File: src/rtl/md_unit_seq_pkg.sv
// Shared opcode encodings, FSM state type and op decode for the multiply/divide unit.
package md_unit_seq_pkg;

  localparam int WIDTH_MDOP = 4;

  localparam logic [WIDTH_MDOP-1:0] MD_NOP   = 4'd0;
  localparam logic [WIDTH_MDOP-1:0] MD_MULT  = 4'd1;
  localparam logic [WIDTH_MDOP-1:0] MD_MULTU = 4'd2;
  localparam logic [WIDTH_MDOP-1:0] MD_MADD  = 4'd3;
  localparam logic [WIDTH_MDOP-1:0] MD_MADDU = 4'd4;
  localparam logic [WIDTH_MDOP-1:0] MD_MSUB  = 4'd5;
  localparam logic [WIDTH_MDOP-1:0] MD_MSUBU = 4'd6;
  localparam logic [WIDTH_MDOP-1:0] MD_DIV   = 4'd7;
  localparam logic [WIDTH_MDOP-1:0] MD_DIVU  = 4'd8;
  localparam logic [WIDTH_MDOP-1:0] MD_MTHI  = 4'd9;
  localparam logic [WIDTH_MDOP-1:0] MD_MTLO  = 4'd10;

  typedef enum logic [1:0] {ST_IDLE = 2'd0, ST_MUL = 2'd1, ST_DIV = 2'd2} md_state_e;
  typedef enum logic [1:0] {ACC_SET, ACC_ADD, ACC_SUB} md_acc_e;
  typedef enum logic [1:0] {CLS_NONE, CLS_MUL, CLS_DIV, CLS_MOVE} md_cls_e;

  typedef struct packed {
    md_cls_e cls;
    md_acc_e acc;
    logic    sgn;
  } md_dec_t;

  function automatic md_dec_t md_decode(input logic [WIDTH_MDOP-1:0] op);
    md_dec_t d;
    d = '{cls: CLS_NONE, acc: ACC_SET, sgn: 1'b0};
    case (op)
      MD_MULT:          d = '{cls: CLS_MUL, acc: ACC_SET, sgn: 1'b1};
      MD_MULTU:         d = '{cls: CLS_MUL, acc: ACC_SET, sgn: 1'b0};
      MD_MADD:          d = '{cls: CLS_MUL, acc: ACC_ADD, sgn: 1'b1};
      MD_MADDU:         d = '{cls: CLS_MUL, acc: ACC_ADD, sgn: 1'b0};
      MD_MSUB:          d = '{cls: CLS_MUL, acc: ACC_SUB, sgn: 1'b1};
      MD_MSUBU:         d = '{cls: CLS_MUL, acc: ACC_SUB, sgn: 1'b0};
      MD_DIV:           d = '{cls: CLS_DIV, acc: ACC_SET, sgn: 1'b1};
      MD_DIVU:          d = '{cls: CLS_DIV, acc: ACC_SET, sgn: 1'b0};
      MD_MTHI, MD_MTLO: d.cls = CLS_MOVE;
      default:          ;
    endcase
    return d;
  endfunction

endpackage

File: src/rtl/md_div_iter.sv
// Iterative restoring divider: one quotient bit per cycle on magnitudes, with a
// combinational sign fix-up on the held result.
module md_div_iter #(
  parameter int WIDTH = 32
) (
  input  logic             clk,
  input  logic             reset,
  input  logic             go,
  input  logic             kill,
  input  logic             sgn,
  input  logic [WIDTH-1:0] a,
  input  logic [WIDTH-1:0] b,
  output logic [WIDTH-1:0] quo,
  output logic [WIDTH-1:0] rem,
  output logic             valid
);

  localparam int CW = $clog2(WIDTH + 1);

  logic [WIDTH-1:0] r_rem, r_quo, r_dvs;
  logic [CW-1:0]    r_cnt;
  logic             r_run, r_valid, r_neg_q, r_neg_r;
  logic [WIDTH-1:0] w_a_mag, w_b_mag;
  logic [WIDTH:0]   w_shift, w_trial;
  logic             w_bit;

  assign w_a_mag = (sgn && a[WIDTH-1]) ? -a : a;
  assign w_b_mag = (sgn && b[WIDTH-1]) ? -b : b;

  // r_quo starts as the dividend and shifts quotient bits in from the right.
  assign w_shift = {r_rem, r_quo[WIDTH-1]};
  assign w_trial = w_shift - {1'b0, r_dvs};
  assign w_bit   = !w_trial[WIDTH];

  always_ff @(posedge clk) begin
    if (reset) begin
      r_rem   <= '0;
      r_quo   <= '0;
      r_dvs   <= '0;
      r_cnt   <= '0;
      r_run   <= 1'b0;
      r_valid <= 1'b0;
      r_neg_q <= 1'b0;
      r_neg_r <= 1'b0;
    end else if (kill) begin
      r_run   <= 1'b0;
      r_valid <= 1'b0;
    end else if (go) begin
      r_rem   <= '0;
      r_quo   <= w_a_mag;
      r_dvs   <= w_b_mag;
      r_cnt   <= CW'(WIDTH);
      r_run   <= 1'b1;
      r_valid <= 1'b0;
      r_neg_q <= sgn && (a[WIDTH-1] ^ b[WIDTH-1]);
      r_neg_r <= sgn && a[WIDTH-1];
    end else if (r_run) begin
      r_rem <= w_bit ? w_trial[WIDTH-1:0] : w_shift[WIDTH-1:0];
      r_quo <= {r_quo[WIDTH-2:0], w_bit};
      r_cnt <= r_cnt - CW'(1);
      if (r_cnt == CW'(1)) begin
        r_run   <= 1'b0;
        r_valid <= 1'b1;
      end
    end
  end

  // Divide-by-zero falls out naturally: quotient all-ones, remainder = |a|.
  assign quo   = r_neg_q ? -r_quo : r_quo;
  assign rem   = r_neg_r ? -r_rem : r_rem;
  assign valid = r_valid;

endmodule

File: src/rtl/md_unit_seq.sv
// Multi-cycle multiply/divide unit with HI/LO; results commit atomically so a
// cancelled op leaves HI/LO untouched.
module md_unit_seq
  import md_unit_seq_pkg::*;
#(
  parameter int WIDTH   = 32,
  parameter int MUL_LAT = 5,
  parameter int DIV_LAT = WIDTH + 1
) (
  input  logic                  clk,
  input  logic                  reset,
  input  logic                  start,
  input  logic [WIDTH_MDOP-1:0] op,
  input  logic [WIDTH-1:0]      src_a,
  input  logic [WIDTH-1:0]      src_b,
  input  logic                  cancel,
  output logic                  busy,
  output logic                  done,
  output logic [WIDTH-1:0]      hi,
  output logic [WIDTH-1:0]      lo,
  output md_state_e             o_dbg_state
);

  localparam int MAX_LAT = (MUL_LAT > DIV_LAT) ? MUL_LAT : DIV_LAT;
  localparam int CNT_W   = $clog2(MAX_LAT + 1);
  localparam logic [CNT_W-1:0] MUL_LOAD = CNT_W'(MUL_LAT - 1);
  localparam logic [CNT_W-1:0] DIV_LOAD = CNT_W'(DIV_LAT - 1);

  if (MUL_LAT < 1) begin : g_mul_lat_chk
    $error("md_unit_seq: MUL_LAT must be >= 1");
  end
  if (DIV_LAT < WIDTH + 1) begin : g_div_lat_chk
    $error("md_unit_seq: DIV_LAT must be >= WIDTH+1");
  end

  md_state_e          r_state, w_next_state;
  logic [CNT_W-1:0]   r_cnt;
  logic               r_busy, r_done, r_sgn;
  md_acc_e            r_acc;
  logic [WIDTH-1:0]   r_hi, r_lo, r_a, r_b;
  md_dec_t            w_dec;
  logic               w_accept, w_commit, w_div_go, w_div_kill, w_cnt_zero;
  logic               w_acc_mul, w_acc_div, w_div_valid;
  logic [WIDTH-1:0]   w_quo, w_rem;
  logic [2*WIDTH-1:0] w_a_ext, w_b_ext, w_prod, w_hilo, w_result;

  // Handshake: an op is taken on any edge where start=1, busy=0, cancel=0 and the
  // opcode is known; nothing is queued, the requester must hold off while busy=1.
  assign w_dec      = md_decode(op);
  assign w_accept   = start && !r_busy && !cancel && (w_dec.cls != CLS_NONE);
  assign w_acc_mul  = w_accept && (w_dec.cls == CLS_MUL);
  assign w_acc_div  = w_accept && (w_dec.cls == CLS_DIV);
  assign w_cnt_zero = (r_cnt == '0);

  always_ff @(posedge clk) begin
    if (reset) begin
      r_state <= ST_IDLE;
      r_busy  <= 1'b0;
    end else begin
      r_state <= w_next_state;
      r_busy  <= (w_next_state != ST_IDLE);
    end
  end

  always_comb begin
    w_next_state = r_state;
    case (r_state)
      ST_IDLE: begin
        if (w_acc_mul)      w_next_state = ST_MUL;
        else if (w_acc_div) w_next_state = ST_DIV;
      end
      ST_MUL, ST_DIV: if (cancel || w_cnt_zero) w_next_state = ST_IDLE;
      default: w_next_state = ST_IDLE;
    endcase
  end

  always_comb begin
    w_commit   = 1'b0;
    w_div_go   = 1'b0;
    w_div_kill = 1'b0;
    case (r_state)
      ST_IDLE: w_div_go = w_acc_div;
      ST_MUL:  w_commit = !cancel && w_cnt_zero;
      ST_DIV: begin
        w_commit   = !cancel && w_cnt_zero && w_div_valid;
        w_div_kill = cancel;
      end
      default: ;
    endcase
  end

  always_ff @(posedge clk) begin
    if (reset)                      r_cnt <= '0;
    else if (w_acc_mul)             r_cnt <= MUL_LOAD;
    else if (w_acc_div)             r_cnt <= DIV_LOAD;
    else if (w_next_state == ST_IDLE) r_cnt <= '0;
    else                            r_cnt <= r_cnt - CNT_W'(1);
  end

  assign w_a_ext = r_sgn ? {{WIDTH{r_a[WIDTH-1]}}, r_a} : {{WIDTH{1'b0}}, r_a};
  assign w_b_ext = r_sgn ? {{WIDTH{r_b[WIDTH-1]}}, r_b} : {{WIDTH{1'b0}}, r_b};
  assign w_prod  = w_a_ext * w_b_ext;
  assign w_hilo  = {r_hi, r_lo};

  // MADD/MSUB accumulate onto HI/LO as they stand at commit time.
  always_comb begin
    w_result = w_prod;
    if (r_state == ST_DIV) begin
      w_result = {w_rem, w_quo};
    end else begin
      case (r_acc)
        ACC_ADD: w_result = w_hilo + w_prod;
        ACC_SUB: w_result = w_hilo - w_prod;
        default: w_result = w_prod;
      endcase
    end
  end

  always_ff @(posedge clk) begin
    if (reset) begin
      r_hi   <= '0;
      r_lo   <= '0;
      r_a    <= '0;
      r_b    <= '0;
      r_sgn  <= 1'b0;
      r_acc  <= ACC_SET;
      r_done <= 1'b0;
    end else begin
      r_done <= w_commit;
      if (w_accept) begin
        r_a   <= src_a;
        r_b   <= src_b;
        r_sgn <= w_dec.sgn;
        r_acc <= w_dec.acc;
      end
      if (w_accept && op == MD_MTHI) r_hi <= src_a;
      if (w_accept && op == MD_MTLO) r_lo <= src_a;
      if (w_commit) {r_hi, r_lo} <= w_result;
    end
  end

  md_div_iter #(.WIDTH(WIDTH)) u_div (
    .clk   (clk),
    .reset (reset),
    .go    (w_div_go),
    .kill  (w_div_kill),
    .sgn   (w_dec.sgn),
    .a     (src_a),
    .b     (src_b),
    .quo   (w_quo),
    .rem   (w_rem),
    .valid (w_div_valid)
  );

  assign busy        = r_busy;
  assign done        = r_done;
  assign hi          = r_hi;
  assign lo          = r_lo;
  assign o_dbg_state = r_state;

endmodule

File: config.mk
export PLATFORM = sky130hd
export DESIGN_NAME = md_unit_seq
export DESIGN_NICKNAME = d
export VERILOG_FILES = /design/src/rtl/md_unit_seq_pkg.sv /design/src/rtl/md_div_iter.sv /design/src/rtl/md_unit_seq.sv
export SDC_FILE = /design/constraint.sdc
export NUM_CORES = 2
export LEC_CHECK = 0
export ABC_AREA = 1
export BUFFER_PORTS_ARGS = -buffer_cell sky130_fd_sc_hd__buf_2
export CAP_MARGIN = 20
export CORE_MARGIN = 8
export CORE_UTILIZATION = 50
export DETAILED_ROUTE_END_ITERATION = 7
export PLACE_DENSITY = 0.7
export SYNTH_ARGS = -nofsm -noshare
export SYNTH_HDL_FRONTEND = slang
export SYNTH_SLANG_ARGS = --single-unit
File: constraint.sdc
create_clock -name clk -period 11.6 [get_ports clk]
set_clock_uncertainty 0.1 [all_clocks]
set_input_delay 2.32 -clock clk [delete_from_list [all_inputs] [get_ports clk]]
set_output_delay 2.32 -clock clk [all_outputs]
set_load 0.05 [all_outputs]
==> results.md <==
Outcome:
- The run finished with clean final reports.

CTS:
- TritonCTS created 35 clock buffers.
- The buffer cell driving the clock tree root is sky130_fd_sc_hd__clkbuf_16.
- The later-pin clock latency in the skew report is between 600 and 700 ps.
- The buffer levels on the longest clock path is 3.
- The clock tree synthesis step divided the H-tree into 2 levels.
- Clock-pin slew was measured on the worst setup and hold paths at approximately 70 ps.
- TritonCTS built the clock tree.
- CTS saw between 200 and 250 sinks.

Logic synthesis:
- The number of nets produced by synthesis is 11,800.
- For this run, the leading register cell type out of synthesis is sky130_fd_sc_hd__dfxtp_1.
- The number of standard cells after synthesis is 9,916.
- Counting instances in the post-synthesis netlist gives the leading cell types as sky130_fd_sc_hd__inv_1 (2,800), sky130_fd_sc_hd__nand2_1 (2,301), sky130_fd_sc_hd__fa_1 (1,435).
- Yosys attributes the largest share of cell area to sky130_fd_sc_hd__fa_1 (40%), sky130_fd_sc_hd__inv_1 (15%), sky130_fd_sc_hd__nand2_1 (12%).
- Of all flip-flops after synthesis, the portion carrying an async set or reset was 0%.
- A synthesized cell averages 7.29 µm².
- Yosys mapped a number of flops with a built-in enable equal to 0.
- After synthesis, flip-flops and latches occupy under 10% of the total area.
- After synthesis the netlist holds a flip-flop and latch count of 247.
- The synthesized design devotes to its leading area cell type between 30% and 40% of total area.
- The count of warnings emitted by yosys is 0.
- Among all cell types in the netlist, the one instantiated most often is sky130_fd_sc_hd__inv_1.
- After synthesis the cells add up to between 0.07 and 0.08 mm².
- The synthesized design spends more area on one cell type than any other, namely sky130_fd_sc_hd__fa_1.
- The count of distinct cell types in the synthesized netlist is 66.

Layout:
- Of the cells placed in the final design, the portion with a size suffix greater than 1 is 18.0%.
- The number of nets in the final layout is 12,800.
- The non-filler instance count after layout is ~13,000.
- The layout overhead on the synthesized area is 21.2%.
- Counting the fill cells in the layout gives 13,000.

Worst setup path:
- The highest net fanout along the worst path is 7.
- The number of buffers and inverters on the critical path is 15.
- STA puts the critical path data required time at 11,940 ps.
- The category of the worst setup path capture point is a flop.
- For the worst setup path, the data arrival time is ~12,000 ps.
- The worst setup path is of the reg2reg kind.
- The most used cell along the critical path is sky130_fd_sc_hd__inv_1.
- The cell with the largest stage delay on the worst path is sky130_fd_sc_hd__fa_2.
- The category of cells accounting for the largest share of critical-path delay is adder cells.
- For this run, the slowest stage of the critical path takes between 500 and 600 ps.
- The element type at the critical path start is a flop.

Pwr:
- The maximum vdd drop is 0.000368 V.
- The clock network is responsible for 11.1% of the overall power.
- Cell internal power was estimated by the tool at 4870 µW.
- For this design the total switching power over the nets is 5570 µW.
- In this run the static leakage power is 0.0492 µW.
- In this run, flip-flops and latches consume 9.3% of the power.
- The switching power share of the total is 53.3%.
- The part of the total power dissipated in combinational logic is 79.5%.
- The ratio of total power to cell area is 119 mW/mm².
- The total power of the final layout is 10,400 µW.

Routing:
- The count of nets left with antenna violations once routing finished came out at 0.
- Summed over all layers, the routed wires come to between 200 and 300 mm.
- After detailed routing, the average wire length per cell comes to 23.0 µm.
- The total via count after detailed routing is 68,900.
- The first TritonRoute pass finished after 8 iterations.
- For this run, design rule violations remaining after detail routing come to 0.
- Using the TritonRoute via totals, the vias-per-cell ratio works out to 5.38.
- The number of DRC markers after the initial detailed-route iteration is 6,601.

STA:
- Subtracting the final worst setup slack from the clock period gives 11,370 ps.
- The remaining max-slew budget at the tightest pin is 20.2%.
- For the pin with the worst max-slew slack, the measured transition is approximately 1200 ps.
- The count of final hold-check violations is 0.
- The number of max-slew violations in the final report is 0.
- The number of setup violations in the final report is 0.
- The worst slack on hold paths is 318 ps.
- After routing, the total negative slack on setup checks comes to 0 ps.
- After layout, the worst path uses 98.0% of the clock period.
- Setup repair after global routing could not meet its margin everywhere.
- Static timing analysis puts the maximum clock frequency at 88.0 MHz.
- The worst setup margin is between 200 and 250 ps.

Die:
- From left edge to right edge, the die measures 396 µm.
- The starting utilization of the core area is 50.4%.
- The count of standard-cell rows is between 100 and 150.
- The area of the placeable core is 0.143 mm².
- The die covers 0.157 mm².
- The y dimension of the die is 396 µm.
- Pin placement for this block handled 140 I/O pins.

Global route:
- Global routing used 36.8% of the available tracks across all layers.
- After global routing the overflow that remains totals 0.
- The via count of the first global-routing pass is approximately 71,000.
- The initial antenna violation count is 24.
- The wire length of the first global-routing pass is roughly 440 mm.
- The pin count of the biggest net entering global routing is 87.

Placed design:
- The placed wire-length estimate after detailed placement is 246 mm.
- OpenSTA, run right after detailed placement, puts the worst setup slack at -848 ps.
- The final weighted congestion of routability-driven global placement is around 1.1.
- The count of port buffers added during placement is 139.
- The number of cells after detailed placement is 12,700.

Hold path:
- The worst hold path belongs to the class reg2reg.

Flow run:
- The tool flagged a number of max-cap violations equal to 0.
-- final cells by class --
cell class              instances  area (µm²)  share of cell area, %
repair buffers               1298       10600                   12.2
flip-flops and latches        247        5020                   5.73
clock buffers                  46         977                   1.12
inverters                    2807       10600                   12.0
clock inverters                15         161                  0.184
well taps                    1903        2380                   2.72
diodes                         20        50.0                 0.0571
multi-input cells            6466       57800                   66.0
-- state kept, by name, indices dropped and copies added (netlist names) --
signal         count
busy               1
done               1
hi                32
lo                32
o_dbg_state        2
r_a               32
r_acc              2
r_b               32
r_cnt              6
r_sgn              1
u_div.r_cnt        6
u_div.r_dvs       32
u_div.r_neg_q      1
u_div.r_neg_r      1
u_div.r_quo       32
u_div.r_rem       32
u_div.r_run        1
u_div.valid        1
-- routing by layer --
layer	global-route usage [%]	share of wire, %	up-vias
met4	18.0	6.4	6
met1	47.6	39	33900
li1	-	-	30800
met3	9.06	10	779
met5	0	0.013	-
met2	57.7	45	3389
-- logic make-up after synthesis --
| family | share of synthesized area (%) |
|---|---|
| flip-flops | 6.84 |
| XOR/XNOR | 2.80 |
| AO/OA/AOI/OAI | 8.28 |
| adder cells (fa/ha/maj) | 46.8 |
| buffers and inverters | 16.7 |
| AND/OR/NAND/NOR | 18.6 |
-- path summary, 6_finish.rpt --
| path | from | endpoint | slack, ps | cells past startpoint |
|---|---|---|---|---|
| setup / recovery | r_b[2] | hi[14] | 230 | 52 |
| hold / removal | r_cnt[0] | r_cnt[0] | 320 | 1 |
| setup reg to reg | r_b[2] | hi[14] | 230 | 52 |
| hold reg to reg | r_cnt[0] | r_cnt[0] | 320 | 1 |
-- cell usage in the layout, fill, tap and decap left out, drive strengths merged, types with 9 or more instances in the layout --
master	synthesis	layout
a211oi	16	16
a21o	14	14
a21oi	410	410
a221oi	9	9
a31oi	52	52
and2	9	9
and3	11	11
buf	20	1286
clkbuf	376	58
clkinv	4	10
dfxtp	247	247
diode	0	20
fa	1435	1435
ha	407	407
inv	2803	2803
nand2	2315	2315
nand3	208	208
nand3b	22	22
nand4	47	47
nor2	567	567
nor3	87	87
nor4	26	26
o211ai	75	75
o21a	12	12
o21ai	412	412
o21bai	16	16
o22ai	19	19
or2	26	26
xnor2	74	74
xor2	152	152
-- power groups by stage --
stage / registers [µW] / clock network, µW / logic (µW)
final: 973 / 1160 / 8310
after global routing: 975 / 1190 / 8920
after CTS: 968 / 1170 / 7360
after detailed placement: 986 / 0 / 7200
after global placement: 985 / 0 / 7210
after floorplan: 950 / 0 / 3700
-- through the flow --
stage / utilization [%] / instance area (µm²)
after global routing: 61.0 / 87600
after floorplan: - / 72300
final: 61.0 / 87600
after global placement: 57.7 / 82800
after CTS: 58.8 / 84300
after detailed placement: 57.7 / 82800
-- what timing repair did --
action,in CTS,in global routing
hold buffers,0,0
gates resized for setup,87,633
endpoints found under the hold margin,0,0
buffers inserted,7,51
endpoints found under the setup margin,30,36
gates cloned,0,8
pin swaps,12,185
No activity file was read; power rests on OpenSTA's default activity.
